### src/rtl/fetch_unit.sv
// fetch_unit: instruction-fetch stage and IF/ID pipeline register for the
// 16-bit ThinPad CPU. Replays fetches lost to RAM1 conflicts, freezes during
// multi-cycle UART accesses and applies branch redirects.
//
// Optional feature: define FETCH_STALL_COUNTER_EN to add the StallCount port,
// a saturating count of conflict/freeze cycles.
module fetch_unit #(
    parameter logic [15:0] RESET_PC     = 16'h0000,
    parameter logic [15:0] NOP_INSTRUCT = 16'h0800
) (
    input  logic        clk,
    input  logic        rst,
    input  logic [15:0] Instruct,
    input  logic        MemConflict,
    input  logic        noStop,
    input  logic        HazardStall,
    input  logic        BranchTaken,
    input  logic [15:0] BranchTarget,
    output logic [15:0] pc,
    output logic [15:0] IfIdInstruct,
    output logic [15:0] IfIdPc,
    output logic        IfIdValid,
    output logic [1:0]  FetchState
`ifdef FETCH_STALL_COUNTER_EN
    ,
    output logic [15:0] StallCount
`endif
);

    typedef enum logic [1:0] {
        StRun    = 2'd0,
        StReplay = 2'd1,
        StFrozen = 2'd2
    } fetch_state_e;

    fetch_state_e state_q, state_d;
    logic [15:0]  pc_q, pc_d;
    logic [15:0]  instr_q, instr_d;
    logic [15:0]  ifid_pc_q, ifid_pc_d;
    logic         valid_q, valid_d;

    // State register for PC, IF/ID and FSM
    always_ff @(posedge clk) begin
        if (rst) begin
            state_q   <= StRun;
            pc_q      <= RESET_PC;
            instr_q   <= NOP_INSTRUCT;
            ifid_pc_q <= 16'h0000;
            valid_q   <= 1'b0;
        end else begin
            state_q   <= state_d;
            pc_q      <= pc_d;
            instr_q   <= instr_d;
            ifid_pc_q <= ifid_pc_d;
            valid_q   <= valid_d;
        end
    end

    // Next-state selection in priority order: freeze, branch, conflict, hazard, fetch
    always_comb begin
        state_d   = state_q;
        pc_d      = pc_q;
        instr_d   = instr_q;
        ifid_pc_d = ifid_pc_q;
        valid_d   = valid_q;
        if (!noStop) begin
            // UART access in flight: everything holds, branch source must retry
            state_d = StFrozen;
        end else if (BranchTaken) begin
            state_d = StRun;
            pc_d    = BranchTarget;
            instr_d = NOP_INSTRUCT;
            valid_d = 1'b0;
        end else if (MemConflict) begin
            // Instruct is garbage this cycle; keep pc so the same word is refetched
            state_d = StReplay;
            instr_d = NOP_INSTRUCT;
            valid_d = 1'b0;
        end else if (HazardStall) begin
            state_d = StRun;
        end else begin
            state_d   = StRun;
            instr_d   = Instruct;
            ifid_pc_d = pc_q + 16'h0001;
            valid_d   = 1'b1;
            pc_d      = pc_q + 16'h0001;
        end
    end

    assign pc           = pc_q;
    assign IfIdInstruct = instr_q;
    assign IfIdPc       = ifid_pc_q;
    assign IfIdValid    = valid_q;
    assign FetchState   = state_q;

`ifdef FETCH_STALL_COUNTER_EN
    logic [15:0] stall_cnt_q, stall_cnt_d;

    // Saturating count of cycles lost to conflicts or UART freezes
    always_comb begin
        stall_cnt_d = stall_cnt_q;
        if ((MemConflict || !noStop) && (stall_cnt_q != 16'hFFFF)) begin
            stall_cnt_d = stall_cnt_q + 16'h0001;
        end
    end

    // Stall counter register
    always_ff @(posedge clk) begin
        if (rst) begin
            stall_cnt_q <= 16'h0000;
        end else begin
            stall_cnt_q <= stall_cnt_d;
        end
    end

    assign StallCount = stall_cnt_q;
`endif

endmodule

### config.mk
export PLATFORM = sky130hd
export DESIGN_NAME = fetch_unit
export DESIGN_NICKNAME = d
export VERILOG_FILES = /design/src/rtl/fetch_unit.sv
export SDC_FILE = /design/constraint.sdc
export NUM_CORES = 1
export LEC_CHECK = 0
export ABC_AREA = 1
export CAP_MARGIN = 20
export CORE_MARGIN = 2
export CORE_UTILIZATION = 30
export CTS_BUF_LIST = sky130_fd_sc_hd__clkbuf_4
export DETAILED_ROUTE_END_ITERATION = 8
export SLEW_MARGIN = 40
export SYNTH_ARGS = -nofsm -noshare
export SYNTH_HDL_FRONTEND = slang
export SYNTH_SLANG_ARGS = --single-unit
### constraint.sdc
create_clock -name clk -period 2.3 [get_ports clk]
set_input_delay 0.46 -clock clk [delete_from_list [all_inputs] [get_ports clk]]
set_output_delay 0.46 -clock clk [all_outputs]
set_load 0.01 [all_outputs]
### Word-level counts from Yosys, hierarchy flattened

Cells that the tools add are included.

* flip-flop bits (word level): 51
* bits of input ports: 38

* $add $sub $neg: 1
* equal/unequal tests: 3
* bitwise operators: 4
* multiplexer cells: 12
* reductions and logical operators: 4

Operators with widths (count)
* 2-to-1 mux 16 bit: 6
* adder 16 x 1 -> 16 bit, second input constant: 1
* 2-to-1 mux 1 bit: 5
* inequality test 2 x 1 -> 1 bit, second input constant: 2
* inverter 1 bit: 4
* AND reduction 4 bit: 1
* inequality test 3 x 2 -> 1 bit, second input constant: 1
* AND reduction 3 bit: 1
* OR reduction 3 bit: 1
* 2-to-1 mux 2 bit: 1
* AND reduction 2 bit: 1

### Longest topological paths before layout

Gate-level depths: netlist of the first run.

* word-level depth: 4
* gate-level depth with buffers: 11
* mapped depth without buffers: 9

### Worst setup path after synthesis of the first run

No wires, ideal clock.

* path type: input -> register
* from: input BranchTaken
* to: register ifid_pc_q[14] (netlist: IfIdPc[14])
* slack: 0.798 ns
* stages: 11
* arrival: 1.389 ns
* buffers on the path: 3
* path through: buf_6 nor2_8 nand2_4 nand2_4 nor2_4 buf_6 buf_6 nor2_2 nor2_1 o21ai_1 inv_1

* cells in the longest elaborated chain, start to end: 2

Ends and longest elaborated chain
* start, declared: RTL line 17 `input logic BranchTaken,`
* inverter 1 bit (no source line)
* AND reduction 4 bit (no source line)
* end signal, assigned: RTL line 54 `ifid_pc_q <= ifid_pc_d;`
* end, declared: RTL line 39 `logic [15:0] ifid_pc_q, ifid_pc_d;`

No other way between the ends.
A chain may end at the register's enable or synchronous reset.

### Worst setup path in the final report of the first run

* from: register pc_q[8] (netlist: pc[8])
* to: output pc[8]

RTL lines
* start, declared: RTL line 37 `logic [15:0] pc_q, pc_d;`
* start signal, assigned: RTL line 52 `pc_q <= pc_d;`
* end, declared: RTL line 19 `output logic [15:0] pc,`

No word-level cell between the ends.

==> impl_metrics.json, run 1 <==
{
  "status": "finished clean",
  "cap_violations": 0,
  "cp.arrival_ps": 1450,
  "seq_area_frac_synth": 0.4257,
  "grt_pass1_wl_microns": 11140,
  "cts_hold_buf": 0,
  "timing.final.crit_share": 0.8305,
  "die_area_sq_um": 8726,
  "tns_ps": 0,
  "synthArstFlopShare": 0,
  "num_rows": 32,
  "ys_types": 29,
  "relSlewSlack": 0.6778,
  "syn_area_per_cell_sq_um": 7.380,
  "gp_congestion": 0.8229,
  "crit_chain": "clkdlybuf4s50_1",
  "final_net_count": 451,
  "irDropWorstVdd_mv": 0.1860,
  "clkSlewWorstSetupHoldPaths_ps": 150,
  "dr.first_iter.drc_count": 106,
  "fin_area_sq_um": 3418,
  "synth_nets": 364,
  "clock_latency_ps": 370,
  "cpMaxStageDelayCell": "clkdlybuf4s50_1",
  "clk_path_buf_depth": 2,
  "hpwlAfterDp_microns": 4990,
  "cts_setup_buffers": 0,
  "hp-start": "IfIdInstruct[8]",
  "synthTopCellsByCount": "nand2_1, dfxtp_1, nor2_1, a21oi_1, o21ai_0",
  "worst_slack_ps": 389.8,
  "grt_antenna_before_repair": 0,
  "root_buffer": "clkbuf_4",
  "die_h_microns": 93.42,
  "ant_nets": 0,
  "ios": 89,
  "yosysMostFrequentCell": "nand2_1",
  "insertedDiodeCount": 0,
  "setup_viol": 0,
  "cp_max_fo": 6,
  "grt_usage": 0.1585,
  "critical_path.startpoint": "pc[8]",
  "dpl_cell_area_sq_um": 3361,
  "cts_buffers": 5,
  "cts.htree.levels": 2,
  "fmax_mhz": 523.5,
  "synth_cells": 325,
  "drive_gt1_frac": 0.08959,
  "vias": 2414,
  "design.core.area_sq_um": 7727,
  "post_cts_resized": 0,
  "ys_warn_count": 0,
  "slew_violations": 0,
  "routed_wl_microns": 6848,
  "slowest_delay_ps": 590,
  "wl_per_cell_microns": 13.30,
  "grt_pass1_vias": 2320,
  "crit_path_start_kind": "register",
  "critical-path-top-delay-family": "buffers and inverters",
  "route.detailed.drc": 0,
  "utilization": 0.4424,
  "cts_tree": "yes",
  "power_density_nw_per_um2": 515.9,
  "start_util": 0.3104,
  "worstHoldPathType": "reg -> reg",
  "yosysTopAreaCell": "dfxtp_1",
  "grt_max_degree": 29,
  "synth_flop_cell": "dfxtp_1",
  "fp.dieW_microns": 93.42,
  "r2r_start": "pc[0]",
  "clock-sinks": 51,
  "grt_setup_unrepaired": "no",
  "endpoint_kind": "output pin",
  "required_ps": 1840,
  "first_pass_iters": 4,
  "worst-path-buf-inv": 1,
  "synth_seq_cells": 51,
  "worstSetupPathType": "reg -> out",
  "drt-vias-per-instance": 4.687,
  "p_leak_nw": 1.335,
  "hold_viol": 0,
  "yosysTopAreaCellShare": 0.4257,
  "worst_pin_slew_ps": 482.8,
  "post-place-ws_ps": 201.8,
  "area_growth_syn_to_layout_pct": 42.51,
  "period_needed_ps": 1910,
  "io_buffers": 88,
  "netlist_area_sq_um": 2399,
  "grt_overflow": 0,
  "netlist_top_cells_area": "dfxtp_1, nand2_1, a21oi_1",
  "fin_skew_ps": 10.48,
  "synth_edf_count": 0
}
-- routing by layer --
layer,track usage,share of wire,up-vias
li1,-,-,1232
met1,0.2089,0.47,1096
met2,0.2614,0.45,78
met3,0.03707,0.070,8
met4,0.03922,0.012,0
met5,0,0,-
-- worst register-to-register path, stage by stage, from the launching register on --
cell and delay (ps):
dfxtp_1 480, ha_1 230, nand3_1 160, inv_1 90, nand2_1 120, o21ai_0 200, nand2_1 100, o21ai_0 150
inv_1 50
-- cell families after synthesis --
logic type | share of synthesized area
xor gates and xnor gates | 0.02556
AOI/OAI and AO/OA | 0.2102
buffers and inverters | 0.09077
adders and majority gates | 0.005216
DFF | 0.4257
and+or+nand+nor | 0.2426
-- worst paths after layout --
check	to	slack (ps)	cells after the start
max reg2reg	IfIdPc[10]	650	8
min	IfIdInstruct[8]	480	2
max	pc[8]	390	1
min reg2reg	IfIdInstruct[8]	480	2
-- cells in the final DEF (no fill, tap or decap), drive strengths merged --
cell type       n
o21bai          1
o21ai          37
a21o            2
a21oi          47
xor2            3
ha              1
clkinv          1
nand4           3
a31oi           2
nand2          61
or2             1
dfxtp          51
xnor2           4
buf             8
clkbuf          6
inv            29
nor2           43
clkinvlp        1
clkdlybuf4s50  88
nand3          24
-- stage by stage --
step	cells	total power, mW	hold slack (ps)
2_1_floorplan	325	1.161	488.4
5_1_grt	515	1.858	496.6
6_report	515	1.763	475.5
4_1_cts	515	1.788	477.4
3_3_place_gp	507	1.362	441.5
3_5_place_dp	507	1.364	446.0
-- power by group --
group	switching (mW)	internal [mW]	total, mW
registers	0.0454	0.929	0.974
logic	0.178	0.191	0.369
clock network	0.290	0.130	0.420
total	0.513	1.25	1.76
-- layout make-up --
cell class | count | area [sq um]
sequential | 51 | 1021
fill | 788 | 4309
clock buffer | 6 | 45.04
tap | 102 | 127.6
inverter | 29 | 111.4
timing repair buffer | 96 | 940.9
clock inverter | 2 | 12.51
multi-input combinational | 229 | 1160
-- flip-flops by register name (all words and copies together), names as in the netlist --
signal,count
FetchState,2
IfIdValid,1
IfIdInstruct,16
pc,16
IfIdPc,16
No activity file was read; power rests on OpenSTA's default activity.
==> run 2: changes to the inputs <==
==> constraint.sdc (replaced) <==
create_clock -name clk -period 1.6 [get_ports clk]
set_input_delay 0.32 -clock clk [delete_from_list [all_inputs] [get_ports clk]]
set_output_delay 0.32 -clock clk [all_outputs]
set_load 0.01 [all_outputs]
==> run 2 against run 1 <==
Effect of this change:
- sequential cell count did not move
- sequential share of layout area fell by 0.85 points
- register-to-register slack worse by 460 ps
- die area unchanged
- power rose by 62%
- combinational power increased by 47%
- clock power grew 120%
- largest power group unchanged
==> impl_metrics.json, run 2 (synthesis gave the netlist of run 1 again) <==
{
  "status": "finished clean",
  "p_leak_nw": 1.873,
  "gp_congestion": 0.8247,
  "cap_violations": 0,
  "timing.final.crit_share": 0.9134,
  "grt_antenna_before_repair": 0,
  "fin_area_sq_um": 3652,
  "grt_usage": 0.1591,
  "route.detailed.drc": 0,
  "worstHoldPathType": "reg -> reg",
  "fin_skew_ps": 2.549,
  "crit_path_start_kind": "input pin",
  "power_density_nw_per_um2": 780.7,
  "drive_gt1_frac": 0.1553,
  "worstSetupPathType": "in -> reg",
  "cts_hold_buf": 0,
  "post-place-ws_ps": -242.4,
  "num_rows": 32,
  "io_buffers": 88,
  "area_growth_syn_to_layout_pct": 52.27,
  "ios": 89,
  "dpl_cell_area_sq_um": 3501,
  "required_ps": 1900,
  "die_h_microns": 93.42,
  "insertedDiodeCount": 0,
  "fmax_mhz": 684.3,
  "routed_wl_microns": 6856,
  "start_util": 0.3104,
  "setup_viol": 0,
  "clock-sinks": 51,
  "final_net_count": 463,
  "hpwlAfterDp_microns": 5028,
  "clk_path_buf_depth": 2,
  "wl_per_cell_microns": 13.01,
  "cts.htree.levels": 2,
  "drt-vias-per-instance": 4.548,
  "die_area_sq_um": 8726,
  "vias": 2397,
  "ant_nets": 0,
  "grt_overflow": 0,
  "grt_pass1_wl_microns": 11180,
  "worst_slack_ps": 138.6,
  "final_cell_mix": "nand2_1, nor2_1, clkdlybuf4s50_1",
  "period_needed_ps": 1461,
  "worst_pin_slew_ps": 243.1,
  "grt_setup_unrepaired": "no",
  "slew_violations": 0,
  "dr.first_iter.drc_count": 43,
  "fp.dieW_microns": 93.42,
  "cts_tree": "yes",
  "final_common_cell": "nand2_1",
  "fillers": 776,
  "clkSlewWorstSetupHoldPaths_ps": 150,
  "grt_max_degree": 24,
  "cts_buffers": 5,
  "hold_viol": 0,
  "endpoint_kind": "register",
  "cp.arrival_ps": 1760,
  "clock_latency_ps": 370,
  "first_pass_iters": 4,
  "cp_max_fo": 11,
  "root_buffer": "clkbuf_4",
  "irDropWorstVdd_mv": 0.3848,
  "relSlewSlack": 0.8374,
  "design.core.area_sq_um": 7727,
  "grt_pass1_vias": 2278
}
-- run 2: cell type report --
class                           instances  area [sq um]  area share
Clock buffer                            6         45.04     0.01233
Tap cell                              102         127.6     0.03494
Sequential cell                        51          1060      0.2902
Multi-Input combinational cell        229          1167      0.3196
Clock inverter                          2         60.06     0.01644
Timing Repair Buffer                  108          1081      0.2960
Inverter                               29         111.4     0.03049
-- run 2: path summary, 6_finish.rpt --
path | startpoint | depth (start not counted) | to | slack, ps
max | MemConflict | 6 | pc[11] | 140
max reg2reg | pc[1] | 8 | IfIdPc[12] | 190
min | IfIdInstruct[12] | 2 | IfIdInstruct[12] | 470
min reg2reg | IfIdInstruct[12] | 2 | IfIdInstruct[12] | 470
-- run 2: report_power, final --
group          switching, mW  total [mW]  internal [mW]
registers             0.0556        1.39           1.34
clock network          0.414       0.919          0.505
logic                  0.269       0.541          0.272
-- run 2: metrics by stage --
step | instances | total power [mW] | TNS [ps] | hold slack [ps] | util
floorplan | 325 | 1.670 | 0 | 392.4 | -
global placement | 519 | 1.997 | -6062 | 449.9 | 0.4530
detailed placement | 519 | 2.000 | -7128 | 455.2 | 0.4530
CTS | 527 | 2.885 | 0 | 475.8 | 0.4662
global route | 527 | 2.991 | 0 | 494.4 | 0.4726
finish | 527 | 2.851 | 0 | 472.0 | 0.4726
-- run 2: worst max-delay path, cell delays in order --
cell and delay, ps:
clkdlybuf4s50_1 520, or2_1 310, a21oi_4 180, buf_4 200, o21ai_0 90, a21oi_1 140
-- run 2: layer usage --
metal	vias to the layer above	global-route usage	wire length, microns	share of wire
li1	1259	-	-	-
met1	1061	0.2170	3212	0.47
met2	72	0.2590	3063	0.45
met3	5	0.03626	529	0.077
met4	0	0.02941	51	0.0074
met5	-	0	0	0
-- run 2: timing repair --
action                                  CTS  global route
endpoints found under the setup margin   34            24
pin swaps                                 0             1
buffers inserted                          0             0
resized for setup                        57            21
